<file path="config.mk">
export PLATFORM = sky130hd
export DESIGN_NAME = sram_march_bist
export DESIGN_NICKNAME = d
export VERILOG_FILES = /design/src/rtl/sram_bist_pkg.sv /design/src/rtl/sram_bist_addr_gen.sv /design/src/rtl/sram_march_bist.sv
export SDC_FILE = /design/constraint.sdc
export NUM_CORES = 1
export LEC_CHECK = 0
export ABC_CLOCK_PERIOD_IN_PS = 5000
export BUFFER_PORTS_ARGS = -buffer_cell sky130_fd_sc_hd__buf_2
export CORE_MARGIN = 2
export CORE_UTILIZATION = 35
export DETAILED_ROUTE_END_ITERATION = 12
export PLACE_DENSITY = 0.66
export SLEW_MARGIN = 20
export SYNTH_ARGS = -nofsm -noshare
export SYNTH_HDL_FRONTEND = slang
export SYNTH_SLANG_ARGS = --single-unit
</file>
<file path="constraint.sdc">
create_clock -name clk -period 5 [get_ports clk]
set_input_delay 0.5 -clock clk [delete_from_list [all_inputs] [get_ports clk]]
set_output_delay 0.5 -clock clk [all_outputs]
set_load 0.01 [all_outputs]
</file>
<file path="src/rtl/sram_bist_pkg.sv">
// Shared types and March C- element table for the SRAM BIST.
package sram_bist_pkg;

    typedef enum logic [1:0] {
        StIdle,
        StRun,
        StDrain,
        StDone
    } state_e;

    localparam int unsigned NUM_ELEM = 6;

    // One march element: sweep direction, optional read (expected value) and
    // optional write (written value). Values are whole-word all-zeros/all-ones.
    typedef struct packed {
        logic down;
        logic has_rd;
        logic rd_one;
        logic has_wr;
        logic wr_one;
    } elem_t;

    // Only E3 and E4 sweep downwards.
    function automatic logic elem_down(input logic [2:0] idx);
        return (idx == 3'd3) || (idx == 3'd4);
    endfunction

    function automatic elem_t elem_cfg(input logic [2:0] idx);
        elem_t e;
        e.down = elem_down(idx);
        case (idx)
            3'd0:    begin e.has_rd = 1'b0; e.rd_one = 1'b0; e.has_wr = 1'b1; e.wr_one = 1'b0; end
            3'd1:    begin e.has_rd = 1'b1; e.rd_one = 1'b0; e.has_wr = 1'b1; e.wr_one = 1'b1; end
            3'd2:    begin e.has_rd = 1'b1; e.rd_one = 1'b1; e.has_wr = 1'b1; e.wr_one = 1'b0; end
            3'd3:    begin e.has_rd = 1'b1; e.rd_one = 1'b0; e.has_wr = 1'b1; e.wr_one = 1'b1; end
            3'd4:    begin e.has_rd = 1'b1; e.rd_one = 1'b1; e.has_wr = 1'b1; e.wr_one = 1'b0; end
            3'd5:    begin e.has_rd = 1'b1; e.rd_one = 1'b0; e.has_wr = 1'b0; e.wr_one = 1'b0; end
            default: begin e.has_rd = 1'b0; e.rd_one = 1'b0; e.has_wr = 1'b0; e.wr_one = 1'b0; end
        endcase
        return e;
    endfunction

endpackage

</file>
<file path="src/rtl/sram_bist_addr_gen.sv">
// Up/down address counter for the march sweeps, with a last-address flag.
module sram_bist_addr_gen #(
    parameter int unsigned ADDR_W = 9,
    parameter int unsigned DEPTH  = 512
) (
    input  logic              clk,
    input  logic              rst,
    input  logic              init,       // load the start address of a sweep
    input  logic              init_down,  // direction of the sweep being loaded
    input  logic              step,       // advance in the current direction
    input  logic              down,       // current sweep direction
    output logic [ADDR_W-1:0] addr,
    output logic              last
);

    localparam logic [ADDR_W-1:0] TopAddr = ADDR_W'(DEPTH - 1);

    // Address register: load takes priority over step.
    always_ff @(posedge clk) begin
        if (rst) begin
            addr <= '0;
        end else if (init) begin
            addr <= init_down ? TopAddr : '0;
        end else if (step) begin
            addr <= down ? addr - ADDR_W'(1) : addr + ADDR_W'(1);
        end
    end

    assign last = down ? (addr == '0) : (addr == TopAddr);

endmodule

</file>
<file path="src/rtl/sram_march_bist.sv">
// March C- BIST controller with functional passthrough to a single-port SRAM.
module sram_march_bist
    import sram_bist_pkg::*;
#(
    parameter int unsigned ADDR_W = 9,
    parameter int unsigned DATA_W = 8,
    parameter int unsigned DEPTH  = 512,
    parameter int unsigned RD_LAT = 1
) (
    input  logic              clk,
    input  logic              rst,
    input  logic              start,
    input  logic              usr_csb0,
    input  logic              usr_web0,
    input  logic [ADDR_W-1:0] usr_addr0,
    input  logic [DATA_W-1:0] usr_din0,
    output logic              csb0,
    output logic              web0,
    output logic [ADDR_W-1:0] addr0,
    output logic [DATA_W-1:0] din0,
    input  logic [DATA_W-1:0] dout0,
    output logic              busy,
    output logic              done,
    output logic              pass,
    output logic [ADDR_W-1:0] fail_addr,
    output logic [DATA_W-1:0] fail_data,
    output logic [7:0]        err_count
);

    state_e            state_q;
    logic [2:0]        elem_q;
    logic              phase_q;  // 0: first op at this address, 1: write after read
    logic [7:0]        drain_q;
    logic              busy_q, done_q, pass_q;
    logic [7:0]        err_q, err_d;
    logic [ADDR_W-1:0] fail_addr_q;
    logic [DATA_W-1:0] fail_data_q;

    // Compare pipeline: one slot per cycle of read latency.
    logic [RD_LAT-1:0]             pv_q;
    logic [RD_LAT-1:0][DATA_W-1:0] pe_q;
    logic [RD_LAT-1:0][ADDR_W-1:0] pa_q;

    elem_t             cur;
    logic              run, start_go, rd_op, addr_done, last_elem, mismatch;
    logic              ag_init, ag_init_down, ag_step, ag_last;
    logic [ADDR_W-1:0] ag_addr;

    assign cur       = elem_cfg(elem_q);
    assign run       = (state_q == StRun);
    assign start_go  = (state_q == StIdle) && start;
    assign rd_op     = cur.has_rd && !phase_q;
    // An address is finished once its last op (read-only, write-only or the write) issues.
    assign addr_done = !(cur.has_rd && cur.has_wr && !phase_q);
    assign last_elem = (elem_q == 3'(NUM_ELEM - 1));

    assign ag_init      = start_go || (run && addr_done && ag_last && !last_elem);
    assign ag_init_down = (state_q == StIdle) ? 1'b0 : elem_down(elem_q + 3'd1);
    assign ag_step      = run && addr_done && !ag_last;

    sram_bist_addr_gen #(
        .ADDR_W (ADDR_W),
        .DEPTH  (DEPTH)
    ) u_addr_gen (
        .clk       (clk),
        .rst       (rst),
        .init      (ag_init),
        .init_down (ag_init_down),
        .step      (ag_step),
        .down      (cur.down),
        .addr      (ag_addr),
        .last      (ag_last)
    );

    assign mismatch = pv_q[RD_LAT-1] && (dout0 != pe_q[RD_LAT-1]);
    assign err_d    = (mismatch && (err_q != 8'hFF)) ? err_q + 8'd1 : err_q;

    // Shift each issued read's expected data and address along with the SRAM latency.
    always_ff @(posedge clk) begin
        if (rst || start_go) begin
            pv_q <= '0;
            pe_q <= '0;
            pa_q <= '0;
        end else begin
            pv_q[0] <= run && rd_op;
            pe_q[0] <= {DATA_W{cur.rd_one}};
            pa_q[0] <= ag_addr;
            for (int i = 1; i < int'(RD_LAT); i++) begin
                pv_q[i] <= pv_q[i-1];
                pe_q[i] <= pe_q[i-1];
                pa_q[i] <= pa_q[i-1];
            end
        end
    end

    // Control FSM with registered status outputs and error capture.
    always_ff @(posedge clk) begin
        if (rst) begin
            state_q     <= StIdle;
            elem_q      <= '0;
            phase_q     <= 1'b0;
            drain_q     <= '0;
            busy_q      <= 1'b0;
            done_q      <= 1'b0;
            pass_q      <= 1'b0;
            err_q       <= '0;
            fail_addr_q <= '0;
            fail_data_q <= '0;
        end else begin
            err_q <= err_d;
            if (mismatch && (err_q == '0)) begin
                fail_addr_q <= pa_q[RD_LAT-1];
                fail_data_q <= dout0;
            end
            case (state_q)
                StIdle: begin
                    if (start) begin
                        state_q     <= StRun;
                        busy_q      <= 1'b1;
                        elem_q      <= '0;
                        phase_q     <= 1'b0;
                        pass_q      <= 1'b0;
                        err_q       <= '0;
                        fail_addr_q <= '0;
                        fail_data_q <= '0;
                    end
                end
                StRun: begin
                    if (addr_done) begin
                        phase_q <= 1'b0;
                        if (ag_last) begin
                            if (last_elem) begin
                                state_q <= StDrain;
                                drain_q <= '0;
                            end else begin
                                elem_q <= elem_q + 3'd1;
                            end
                        end
                    end else begin
                        phase_q <= 1'b1;
                    end
                end
                StDrain: begin
                    if (drain_q == 8'(RD_LAT - 1)) begin
                        state_q <= StDone;
                        busy_q  <= 1'b0;
                        done_q  <= 1'b1;
                        // err_d includes the final read compared in this cycle.
                        pass_q  <= (err_d == '0);
                    end else begin
                        drain_q <= drain_q + 8'd1;
                    end
                end
                StDone: begin
                    state_q <= StIdle;
                    done_q  <= 1'b0;
                end
                default: state_q <= StIdle;
            endcase
        end
    end

    // SRAM port mux: user passthrough in IDLE/DONE, march ops in RUN, quiet in DRAIN.
    always_comb begin
        csb0  = usr_csb0;
        web0  = usr_web0;
        addr0 = usr_addr0;
        din0  = usr_din0;
        case (state_q)
            StRun: begin
                csb0  = 1'b0;
                web0  = rd_op;
                addr0 = ag_addr;
                din0  = {DATA_W{cur.wr_one}};
            end
            StDrain: begin
                csb0  = 1'b1;
                web0  = 1'b1;
                addr0 = ag_addr;
                din0  = '0;
            end
            default: ;
        endcase
        if (rst) csb0 = 1'b1;
    end

    assign busy      = busy_q;
    assign done      = done_q;
    assign pass      = pass_q;
    assign err_count = err_q;
    assign fail_addr = fail_addr_q;
    assign fail_data = fail_data_q;

endmodule

</file>
==> impl_metrics.tcl <==
set metrics [dict create \
    finalSetupViolCount 0 \
    initialDrtViolationCount 146 \
    htree_levels 3 \
    synthSimpleGateAreaFrac_pct 21.5 \
    layout_common_cells "76 x buf_2, 62 x dfxtp_1, 52 x nor2_1, 25 x o21ai_0" \
    synth.distinct_cells 62 \
    die_w_um 104 \
    grt_pass1_vias 3002 \
    crit_path_end_kind "flop" \
    synthFlopType "dfxtp_1" \
    num_vias 3165 \
    drv_cap 0 \
    place.gp.congestion 0.840 \
    p_leak_nw 1.91 \
    placedInstanceArea_um2 4000 \
    worstHoldStart "dout0[2]" \
    drt-total-wl_um 8460 \
    path_class "flop to flop" \
    async_reset_ff_share_pct 0 \
    p_seq_share_pct 34.5 \
    post_cts_buffers 0 \
    core_area_um2 9770 \
    dp_hpwl_um 6270 \
    synth.area.top_cells "dfxtp_1 35%, ha_1 7.5%, mux2i_1 6.6%, nor2_1 5.6%, o21ai_0 3.6%" \
    drv_slew 0 \
    fillers 977 \
    synth_top_family_by_area "simple AND/OR/NAND/NOR gates" \
    arrival_ns 3.25 \
    antenna_found_initial 0 \
    yosys_register_bits 62 \
    post-route-drc-count 0 \
    synth_xor_area_share_pct 4.74 \
    r2r_end "u_addr_gen.addr[7]" \
    fin_crit_ns 3.01 \
    vias_per_cell 5.16 \
    worst_slew_pin_slew_ns 1.07 \
    synth.cell_area_um2 3510 \
    combPwrFrac_pct 40.5 \
    clk_latency_ns 0.34 \
    rrSetupSlack_ns 1.99 \
    cts_num_sinks 62 \
    clockPowerShare_pct 25.0 \
    grt_max_degree 30 \
    swShare_pct 40.1 \
    wl_per_cell_um 13.8 \
    start_util_pct 35.9 \
    relSlewSlack_pct 28.3 \
    holdWs_ns 0.421 \
    die-area_um2 10900 \
    power.total_mw 1.85 \
    status "complete, no violations" \
    fin_setup_tns_ns 0 \
    final_area_um2 4220 \
    use_met3_pct 3.20 \
    final_common_cell "buf_2" \
    avgSynthCellArea_um2 8.78 \
    cp_data_required_time_ns 5.23 \
    fp-row-count 36 \
    num-nets-final 527 \
    port-buffer-count 76 \
    ant_nets 0 \
    numCtsBuffers 9 \
    overflow 0 \
    synthMuxAreaShare_pct 9.86 \
    layout-drive-gt1-share_pct 24.4 \
    firstDrtPassIters 4 \
    synth_edf_count 0 \
    intPower_mw 1.11 \
    track_usage_pct 15.3 \
    crit_fanout 11 \
    clock_skew_ns 0.00678 \
    synth.yosys.warnings 0 \
    cts_tree "done" \
    grt_pass1_wl_um 13800 \
    clkTransAtPathRegs_ns 0.08 \
    max_freq_ghz 0.332 \
    r2r-start "elem_q[0]" \
    cts-root-buf "clkbuf_8" \
    cts_buffer_depth 2 \
    powerDensity_nw_per_um2 438 \
    diodes 0 \
    whs_path_depth 3 \
    hold_class "primary input to flop" \
    synthCells 400 \
    use_met2_pct 26.2 \
    critPathCapture "u_addr_gen.addr[7]" \
    synth.largest_area_cell "dfxtp_1" \
    synth-compound-area-share_pct 16.3 \
    reg2reg_depth 8 \
    p_sw_mw 0.741 \
    hold_violations 0 \
    vdd_drop_max_v 0.000228 \
    startpoint "elem_q[0]" \
    ys_seq_area_share_pct 35.3 \
    io_pins 77 \
    synth_fa_ha_area_share_pct 8.05 \
    synth_top_area_share_pct 35.3 \
    worstSetupStartpointType "flop" \
    holdBufCountCts 0 \
    fin_crit_sh_pct 60.3 \
    busiest_layer "met2" \
    synth_fp_nets 452 \
    grt_use_met1_pct 19.1 \
    die_h_um 104 \
    rsz0062_at_grt "no" \
    syn_to_final_growth_pct 20.0 \
    cts_resized 0 \
]
## cells in the mapped netlist, types with 6 or more instances
library cell and instances:
a21oi_1 14, and2_1 13, clkbuf_1 8, dfxtp_1 62, ha_1 21, inv_1 23
mux2_2 9, mux2i_1 23, nand2_1 21, nand2b_1 6, nand3_1 9, nor2_1 52
nor3_1 14, o21ai_0 25, xnor2_1 9, xor2_1 10
## state kept, by name, summed over array words and instances, names as in the netlist, 2 cells and up
| name | count |
|---|---|
| fail_data | 8 |
| state_q | 2 |
| drain_q | 8 |
| err_count | 8 |
| fail_addr | 9 |
| pa_q | 9 |
| u_addr_gen.addr | 9 |
| elem_q | 3 |
## worst min path at each step
| stage | endpoint | slack, ns |
|---|---|---|
| after floorplan | fail_addr[0] | 0.44 |
| after global placement | fail_addr[1] | 0.44 |
| after detailed placement | fail_addr[1] | 0.45 |
| after CTS | fail_data[2] | 0.41 |
| after global routing | fail_data[2] | 0.42 |
| final | fail_data[2] | 0.42 |
## through the flow
stage | setup slack (ns) | std cells | util, %
2_1_floorplan | 2.40 | 400 | -
3_3_place_gp | 2.03 | 596 | 40.9
3_5_place_dp | 1.93 | 596 | 40.9
4_1_cts | 1.98 | 612 | 43.0
5_1_grt | 1.72 | 613 | 43.2
6_report | 1.99 | 613 | 43.2
## metal layers
metal | wire length [um] | part of all wire (%)
met4 | 133 | 1.6
met3 | 392 | 4.6
met1 | 3850 | 46
met5 | 0 | 0
met2 | 4080 | 48
## layout make-up
cell class	instances	area [um^2]	share of cell area (%)
multi-input cells	302	2120	50.4
flip-flops and latches	62	1240	29.4
repair buffers	77	392	9.29
well taps	133	166	3.95
clock buffers	10	138	3.26
inverters	23	86.3	2.05
clock inverters	6	70.1	1.66
## critical path: stages, from the launching register on
cell       delay, ns
dfxtp_1         0.40
inv_1           0.14
ha_1            0.22
mux2_4          0.34
or3_4           0.47
a2111oi_4       0.41
mux2i_1         0.64
o21bai_1        0.22
nor3b_2         0.06
## power by group through the flow
| stage | clock network [mW] | logic (mW) | registers, mW |
|---|---|---|---|
| 2_1_floorplan | 0 | 0.535 | 0.623 |
| 6_report | 0.462 | 0.748 | 0.637 |
| 3_3_place_gp | 0 | 0.725 | 0.646 |
| 5_1_grt | 0.493 | 0.822 | 0.647 |
| 3_5_place_dp | 0 | 0.744 | 0.648 |
| 4_1_cts | 0.470 | 0.747 | 0.637 |
## cells by family (layout without fill, tap and decap cells)
logic type                 after synthesis  in the layout
DFF                                     62             62
buffers and inverters                   36            116
muxes                                   33             33
xor gates and xnor gates                19             19
adders and majority gates               22             22
and+or+nand+nor                        148            148
AOI/OAI and AO/OA                       80             80
Power figures use the tool's default switching activity.
